## src/rtl/spi_txn_scheduler.sv

```systemverilog
// Round-robin arbiter that serialises requester transactions onto one SPI master
// engine, expanding global writes into one frame per slave and timing out stuck frames.
module spi_txn_scheduler #(
  parameter int unsigned NUM_REQ        = 4,
  parameter int unsigned NUM_SLAVES     = 8,
  parameter int unsigned TIMEOUT_CYCLES = 4096
) (
  input  logic                  clk,
  input  logic                  rst_n,
  input  logic [NUM_REQ-1:0]    req_valid,
  output logic [NUM_REQ-1:0]    req_ready,
  input  logic [NUM_REQ-1:0]    req_rw,
  input  logic [NUM_REQ-1:0]    req_global,
  input  logic [3*NUM_REQ-1:0]  req_id,
  input  logic [8*NUM_REQ-1:0]  req_addr,
  input  logic [16*NUM_REQ-1:0] req_wdata,
  output logic [NUM_REQ-1:0]    rsp_valid,
  output logic [15:0]           rsp_rdata,
  output logic                  rsp_err,
  output logic                  eng_start,
  output logic                  eng_abort,
  output logic [2:0]            eng_cs_sel,
  output logic [31:0]           eng_tx,
  input  logic                  eng_busy,
  input  logic                  eng_done,
  input  logic [15:0]           eng_rx,
  output logic                  sched_busy
);
  localparam int unsigned IW = $clog2(NUM_REQ);
  localparam int unsigned TW = $clog2(TIMEOUT_CYCLES + 1);
  localparam logic [TW-1:0] TMO_LOAD = TW'(TIMEOUT_CYCLES - 1);

  typedef enum logic [2:0] {ST_IDLE, ST_GRANT, ST_ISSUE, ST_WAIT, ST_RESP} state_t;

  state_t        state_q, state_d;
  logic [IW-1:0] rr_ptr_q, rr_ptr_d;
  logic [IW-1:0] win_q, win_d;
  logic          rw_q, rw_d;
  logic          glob_q, glob_d;
  logic [2:0]    id_q, id_d;
  logic [2:0]    slave_idx_q, slave_idx_d;
  logic [7:0]    addr_q, addr_d;
  logic [15:0]   wdata_q, wdata_d;
  logic [15:0]   rdata_q, rdata_d;
  logic          err_q, err_d;
  logic [31:0]   tx_q, tx_d;
  logic [TW-1:0] tmo_q, tmo_d;

  logic [2:0]    id_arr    [NUM_REQ];
  logic [7:0]    addr_arr  [NUM_REQ];
  logic [15:0]   wdata_arr [NUM_REQ];

  function automatic logic [31:0] frame(input logic rw, input logic [2:0] sid,
                                        input logic [7:0] addr, input logic [15:0] wdata);
    return {rw, sid, addr, 4'b0000, rw ? 16'h0000 : wdata};
  endfunction

  always_comb begin
    for (int unsigned i = 0; i < NUM_REQ; i++) begin
      id_arr[i]    = req_id[3*i +: 3];
      addr_arr[i]  = req_addr[8*i +: 8];
      wdata_arr[i] = req_wdata[16*i +: 16];
    end
  end

  always_comb begin
    logic          found;
    logic [IW:0]   sum;
    logic [IW-1:0] idx;
    found       = 1'b0;
    sum         = '0;
    idx         = '0;
    state_d     = state_q;
    rr_ptr_d    = rr_ptr_q;
    win_d       = win_q;
    rw_d        = rw_q;
    glob_d      = glob_q;
    id_d        = id_q;
    slave_idx_d = slave_idx_q;
    addr_d      = addr_q;
    wdata_d     = wdata_q;
    rdata_d     = rdata_q;
    err_d       = err_q;
    tx_d        = tx_q;
    tmo_d       = tmo_q;
    req_ready   = '0;
    rsp_valid   = '0;
    eng_start   = 1'b0;
    eng_abort   = 1'b0;

    unique case (state_q)
      ST_IDLE: begin
        // Scan from rr_ptr with wrap; first pending requester wins.
        for (int unsigned k = 0; k < NUM_REQ; k++) begin
          sum = {1'b0, rr_ptr_q} + (IW+1)'(k);
          if (sum >= (IW+1)'(NUM_REQ)) sum = sum - (IW+1)'(NUM_REQ);
          idx = sum[IW-1:0];
          if (!found && req_valid[idx]) begin
            found   = 1'b1;
            win_d   = idx;
            rw_d    = req_rw[idx];
            glob_d  = req_global[idx];
            id_d    = id_arr[idx];
            addr_d  = addr_arr[idx];
            wdata_d = wdata_arr[idx];
          end
        end
        if (found) state_d = ST_GRANT;
      end
      ST_GRANT: begin
        req_ready[win_q] = 1'b1;
        rr_ptr_d = (win_q == IW'(NUM_REQ - 1)) ? '0 : win_q + 1'b1;
        if (glob_q && rw_q) begin
          err_d   = 1'b1;
          rdata_d = '0;
          state_d = ST_RESP;
        end else begin
          slave_idx_d = glob_q ? 3'd0 : id_q;
          tx_d        = frame(rw_q, glob_q ? 3'd0 : id_q, addr_q, wdata_q);
          state_d     = ST_ISSUE;
        end
      end
      ST_ISSUE: begin
        if (!eng_busy) begin
          eng_start = 1'b1;
          tmo_d     = TMO_LOAD;
          state_d   = ST_WAIT;
        end
      end
      ST_WAIT: begin
        // eng_done is checked first so a completion on the last counted cycle is not aborted.
        if (eng_done) begin
          if (glob_q && (32'(slave_idx_q) < NUM_SLAVES - 1)) begin
            slave_idx_d = slave_idx_q + 3'd1;
            tx_d        = frame(rw_q, slave_idx_q + 3'd1, addr_q, wdata_q);
            state_d     = ST_ISSUE;
          end else begin
            rdata_d = rw_q ? eng_rx : 16'h0000;
            err_d   = 1'b0;
            state_d = ST_RESP;
          end
        end else if (tmo_q == '0) begin
          eng_abort = 1'b1;
          err_d     = 1'b1;
          rdata_d   = '0;
          state_d   = ST_RESP;
        end else begin
          tmo_d = tmo_q - 1'b1;
        end
      end
      ST_RESP: begin
        rsp_valid[win_q] = 1'b1;
        state_d = ST_IDLE;
      end
      default: state_d = ST_IDLE;
    endcase
  end

  always_ff @(posedge clk or negedge rst_n) begin
    if (!rst_n) begin
      state_q     <= ST_IDLE;
      rr_ptr_q    <= '0;
      win_q       <= '0;
      rw_q        <= 1'b0;
      glob_q      <= 1'b0;
      id_q        <= '0;
      slave_idx_q <= '0;
      addr_q      <= '0;
      wdata_q     <= '0;
      rdata_q     <= '0;
      err_q       <= 1'b0;
      tx_q        <= '0;
      tmo_q       <= '0;
    end else begin
      state_q     <= state_d;
      rr_ptr_q    <= rr_ptr_d;
      win_q       <= win_d;
      rw_q        <= rw_d;
      glob_q      <= glob_d;
      id_q        <= id_d;
      slave_idx_q <= slave_idx_d;
      addr_q      <= addr_d;
      wdata_q     <= wdata_d;
      rdata_q     <= rdata_d;
      err_q       <= err_d;
      tx_q        <= tx_d;
      tmo_q       <= tmo_d;
    end
  end

  assign rsp_rdata  = rdata_q;
  assign rsp_err    = err_q;
  assign eng_cs_sel = slave_idx_q;
  assign eng_tx     = tx_q;
  assign sched_busy = (state_q != ST_IDLE);

endmodule
```

## config.mk

```make
export PLATFORM = sky130hd
export DESIGN_NAME = spi_txn_scheduler
export DESIGN_NICKNAME = d
export VERILOG_FILES = /design/src/rtl/spi_txn_scheduler.sv
export SDC_FILE = /design/constraint.sdc
export NUM_CORES = 1
export LEC_CHECK = 0
export ABC_AREA = 1
export CAP_MARGIN = 10
export CELL_PAD_IN_SITES_DETAIL_PLACEMENT = 1
export CELL_PAD_IN_SITES_GLOBAL_PLACEMENT = 1
export CORE_MARGIN = 5
export CORE_UTILIZATION = 34
export CTS_CLUSTER_DIAMETER = 100
export DETAILED_ROUTE_END_ITERATION = 16
export PLACE_DENSITY_LB_ADDON = 0.25
export SLEW_MARGIN = 20
export SYNTH_ARGS = -nofsm -noshare
export SYNTH_HDL_FRONTEND = slang
export SYNTH_SLANG_ARGS = --single-unit
```

## constraint.sdc

```tcl
create_clock -name clk -period 2.3 [get_ports clk]
set_input_delay 0.345 -clock clk [delete_from_list [all_inputs] [get_ports clk]]
set_output_delay 0.345 -clock clk [all_outputs]
set_load 0.01 [all_outputs]
```

; ---- Word-level counts from Yosys, hierarchy flattened
; Cells that the tools add are included.
[totals]
register_bits = 101
input_bits = 140
out_inout_bits = 63
elab_cells = 219
[op_classes]
add_sub_neg = 10
n_lt_le_gt_ge = 15
n_eq_ne = 15
muxes = 142
n_bitwise = 4
n_reduce_logical = 20
[op_table]
columns = operator, n
row1 = $mux W16, 18
row2 = $bmux W16 S2, 4
row3 = $mux W32, 3
row4 = $mux W8, 12
row5 = $mux W3, 22
row6 = $bmux W8 S2, 4
row7 = $pmux W32 S2, 1
row8 = $mux W13, 3
row9 = $mux W1, 38
row10 = $pmux W16 S2, 1
row11 = $mux W2, 13
row12 = $pmux W13 S2, 1
row13 = $bmux W1 S2, 12
row14 = $bmux W3 S2, 4
row15 = $ge A3 B3 Y1 const B, 7
row16 = $ne A2 B2 Y1 const B, 8
row17 = $lt A2 B3 Y1 const B, 5
row18 = $logic_not A13 Y1, 1
row19 = $sub A13 B1 Y13 const B, 1
row20 = $not A2 Y3, 4
row21 = $pmux W3 S4, 1
row22 = $reduce_and A4 Y1, 3
row23 = $mux W4, 2
row24 = $sub A2 B1 Y2 const B, 4
row25 = 23 further kinds, 34

; ---- Longest topological paths before layout
[depth]
ltp_word = 21
mapped_depth = 14
mapped_depth_nobuf = 11

; ---- Worst setup path before layout
; Ideal clock, no wire load.
[synth_timing]
path_type = reg-to-output
startpoint = register state_q[2]
endpoint = output eng_start
arrival_time_ns = 1.348
required_time_ns = 1.955
path_slack_ns = 0.607
stages_incl_launch_ff = 8
path_buffers = 1
path_cell_list = dfrtp_1 > or2_1 > nor2_2 > nand2_1 > o21ai_0 > nand2_1 > buf_2 > nor2_1
[synth_between]
elab_chain_cells = 2
[synth_lines]
columns = item, line_no
row1 = "start, declared", 35  ; state_t state_q, state_d;
row2 = "start signal, assigned", 175  ; state_q <= state_d;
row3 = $eq A3 B2 Y1, 91  ; unique case (state_q)
row4 = $mux W1, 91
row5 = "end, declared", 20  ; output logic eng_start,
; Every way passes these cells.

; ---- Final worst setup path
[layout_timing]
startpoint = register rr_ptr_q[1]
endpoint = register wdata_q[2]
[layout_between]
elab_chain_cells = 19
elab_cells_between_ends = 61
classes_between = 7 x add/sub / 4 x order compare / 38 x mux / 4 x bitwise / 8 x reduce/logical
[layout_lines]
columns = item, line_no
row1 = "start, declared", 36  ; logic [IW-1:0] rr_ptr_q, rr_ptr_d;
row2 = "start signal, assigned", 176  ; rr_ptr_q <= rr_ptr_d;
row3 = $ge A2 B3 Y1 or $sub A2 B1 Y2 (tied branches), 96  ; if (sum >= (IW+1)'(NUM_REQ)) sum = sum - (IW+1)'(NUM_REQ);
row4 = $mux W2, 96
row5 = $mux W2, 91
row6 = $bmux W1 S2, 98  ; if (!found && req_valid[idx]) begin
row7 = $mux W1 (implied by the code), 98
row8 = $mux W1, 98
row9 = $mux W1, 91
row10 = $logic_not A1 Y1, 98
row11 = [... 3 more ...], -
row12 = $logic_not A1 Y1, 98
row13 = $logic_and A1 B1 Y1, 98
row14 = $mux W1, 98
row15 = $mux W1, 91
row16 = $logic_not A1 Y1, 98
row17 = $logic_and A1 B1 Y1, 98
row18 = $reduce_bool A4 Y1 (no line), -
row19 = $reduce_and A2 Y1 (no line), -
row20 = "end signal, assigned", 183  ; wdata_q <= wdata_d;
row21 = "end, declared", 43  ; logic [15:0] wdata_q, wdata_d;
; Parallel ways exist; a longest one is shown, timed or not. The select of a mux whose other input is x is not followed.
; A chain may end at the register's enable or synchronous reset.

==> results.md <==
* Status: completed
* DRC at 0
* First-pass GRT wire length at 48400 um
* CTS Root Cell: clkbuf_16
* Gr usage total at 20.6%
* Critical-path cell list: clkinv_2 -> nand2_1 -> nand2_2 -> nand2_1 -> nand2_2 -> inv_2 -> nand3_2 -> nand2_4 -> buf_12 -> nor2_1 -> nand2_1 -> nand2_1
* Critical path launch point type: flip-flop
* Antenna Nets Post-Route at 0
* Nets@finish at 1802
* Routed vias at 9774
* Required @ worst endpoint at 2.54 ns
* Worst path slowest cell: dfrtp_1
* Clock power share at 9.4%
* H-tree Lvls at 3
* Cell Rows at 57
* Num Clock Sinks at 94
* Max cap viols at 0
* Crit share post-route at 93.3%
* Post-CTS setup buffers at 0
* Overflow after GRT at 0
* Pwr Total at 0.0152 W
* Crit-path max cell delay at 0.38 ns
* Initial antenna violation count at 1
* Clk Latency, worst-skew pair at 0.35 ns
* Fraction of layout cells with a size suffix above 1 at 4.82%
* Hold crit path type: input port to asynchronous set/reset pin
* # diodes at 0
* Post-DR vias/cell at 4.93
* Synth Area per Inst at 5.63 um2
* Sequential area share after synthesis at 27.8%
* CTS Buffer Depth at 2
* Top post-synthesis cells by area: nand2_1, dfrtp_1, o21ai_0
* Vias in the first global route at 9644
* Combinational power share at 71.2%
* Async S/R FF share, synth at 100%
* Fin Setup TNS at 0 ns
* RSZ-0062 raised after global routing: no
* Pin count of the biggest net entering global routing at 99
* CP dominant cell by count: nand2_1
* Core area at 24400 um2
* Initial Utilization at 34.7%
* DR WL/cell at 15.0 um
* RePlAce Congestion at 0.836
* Switching portion of total power at 53.6%
* Post-Synthesis Cells at 1503
* Drt pass-1 iters at 5
* Finished Cell Area at 11000 um2
* Synthesized cell area at 8460 um2
* Max Clock Skew at 0.0109 ns
* CTS clk-pin slew, worst paths at 0.07 ns
* Post-synth top flop: dfrtp_1
* CTS tree: done
* Crit end category: flip-flop
* Final setup viols at 0
* Post-synth EDFFs at 0
* VDD IR max at 0.000883 V
* CTS buffer count at 9
* Initial drt markers at 542
* Critical Path AT at 2.39 ns
* # port buffers at 198
* DP Area at 10700 um2
* Critical path peak fanout at 44
* Fill count at 3357
* Min cycle time layout at 2.15 ns
* Count of final hold-check violations at 0
* Slew Limit Fails at 0
* Seq pwr share at 19.4%
* WP buf/inv at 3
* Internal power at 0.00704 W
* Hpwl dp at 22500 um
* Sw power at 0.00814 W
* Post-synth cell types at 31
* Synthesis-stage register bit count at 94
* Achievable Freq at 466 MHz
* I/O Pins at 203
* Crit path max-delay family: simple AND/OR/NAND/NOR gates
* Post-synth top area share at 29.7%
* Die height at 168 um
* Synth warnings at 0
* Lkg Pwr at 5.74 nW
* Die W at 168 um
* Die ar. at 28100 um2
* Pwr dens at 1370 nW/um2
* Post-Route WL at 29700 um
* Top-count cell post-synth: nand2_1
* Crit path kind: flip-flop to flip-flop
* Commonest cells post-synth: nand2_1, nor2_1, o21ai_0
* Area Overhead vs Synth at 30.5%
* Leading area contributor after synthesis: nand2_1
==> timing repair <==
action                                  CTS  global route
hold buffers                              1             0
hold endpoints to repair                  3             0
resized for setup                         3            10
endpoints found under the setup margin    2            19
==> worst reg2reg max path, cell delays in order (launching register included) <==
cell      delay [ns]
dfrtp_1         0.38
clkinv_2        0.28
nand2_1         0.22
nand2_2         0.12
nand2_1         0.11
nand2_2         0.10
inv_2           0.11
nand3_2         0.11
nand2_4         0.11
buf_12          0.22
nor2_1          0.10
nand2_1         0.12
nand2_1         0.07
==> state kept, by name, indices dropped and copies added (netlist names) <==
| name | cells |
|---|---|
| rsp_err | 1 |
| wdata_q | 16 |
| win_q | 2 |
| tmo_q | 13 |
| eng_cs_sel | 2 |
| glob_q | 1 |
| rsp_rdata | 16 |
| id_q | 3 |
| rw_q | 1 |
| rr_ptr_q | 2 |
| addr_q | 8 |
| state_q | 3 |
| eng_tx | 26 |
==> power by group through the flow <==
stage               registers [W]  logic, W  clock network, W
floorplan                 0.00285   0.00754                 0
global placement          0.00294    0.0105                 0
detailed placement        0.00296    0.0108                 0
CTS                       0.00294    0.0109           0.00147
global route              0.00304    0.0123           0.00154
finish                    0.00295    0.0108           0.00143
==> final cells by class <==
cell class	count	area, um2	area share (%)
multi-input combinational	1182	5090	46.1
timing repair buffer	241	2440	22.1
sequential	94	2360	21.3
inverter	127	480	4.35
tap	324	405	3.67
clock buffer	11	243	2.20
clock inverter	4	31.3	0.283
==> worst paths after layout <==
check | start | endpoint | slack, ns | cells after the start
setup / recovery | rr_ptr_q[1] | wdata_q[2] | 0.15 | 12
hold / removal | rst_n | tmo_q[7] | 0.34 | 2
setup reg to reg | rr_ptr_q[1] | wdata_q[2] | 0.15 | 12
hold reg to reg | eng_tx[24] | eng_tx[24] | 0.47 | 2
max in group asynchronous | rst_n | rr_ptr_q[0] | 1.38 | 3
min in group clk | eng_tx[24] | eng_tx[24] | 0.47 | 2
==> routing by layer <==
layer	vias to the layer above	routed length (um)	global-route usage (%)
li1	5001	-	-
met1	4555	14300	28.0
met2	191	14000	35.6
met3	25	1050	2.37
met4	2	329	4.06
met5	-	20	0
==> placed cells by master, fill, tap and decap left out, types with 3 or more instances in the layout <==
master	n
nand2_2	6
nand3_2	3
clkdlybuf4s50_1	191
a31oi_1	16
nor2_1	138
nand4_1	21
dlymetal6s2s_1	4
nand2_1	669
o21ai_1	42
inv_1	121
clkbuf_16	9
nand3_1	125
inv_2	3
buf_12	10
ha_1	7
dfrtp_1	93
buf_4	31
o21ai_0	132
conb_1	4
xor2_1	6
==> per-stage QoR <==
| stage | cells | setup slack [ns] | hold slack, ns | utilization [%] |
|---|---|---|---|---|
| CTS | 1983 | 0.0299 | 0.327 | 45.2 |
| detailed placement | 1967 | 0.137 | 0.160 | 44.1 |
| global placement | 1967 | 0.168 | 0.158 | 44.1 |
| floorplan | 1506 | 0.607 | 0.0494 | - |
| finish | 1983 | 0.154 | 0.336 | 45.3 |
| global route | 1983 | 0.00177 | 0.339 | 45.3 |
==> cell families (layout without fill, tap and decap cells) <==
logic type	count (synthesis)	after routing	share of synthesized area, %
and+or+nand+nor	972	972	46.6
buffers and inverters	230	383	12.2
AOI/OAI and AO/OA	193	193	11.7
DFF	94	94	27.8
adders and majority gates	7	7	1.03
xor gates and xnor gates	6	6	0.621
other	1	4	0.0443
No activity file was read; power rests on OpenSTA's default activity.
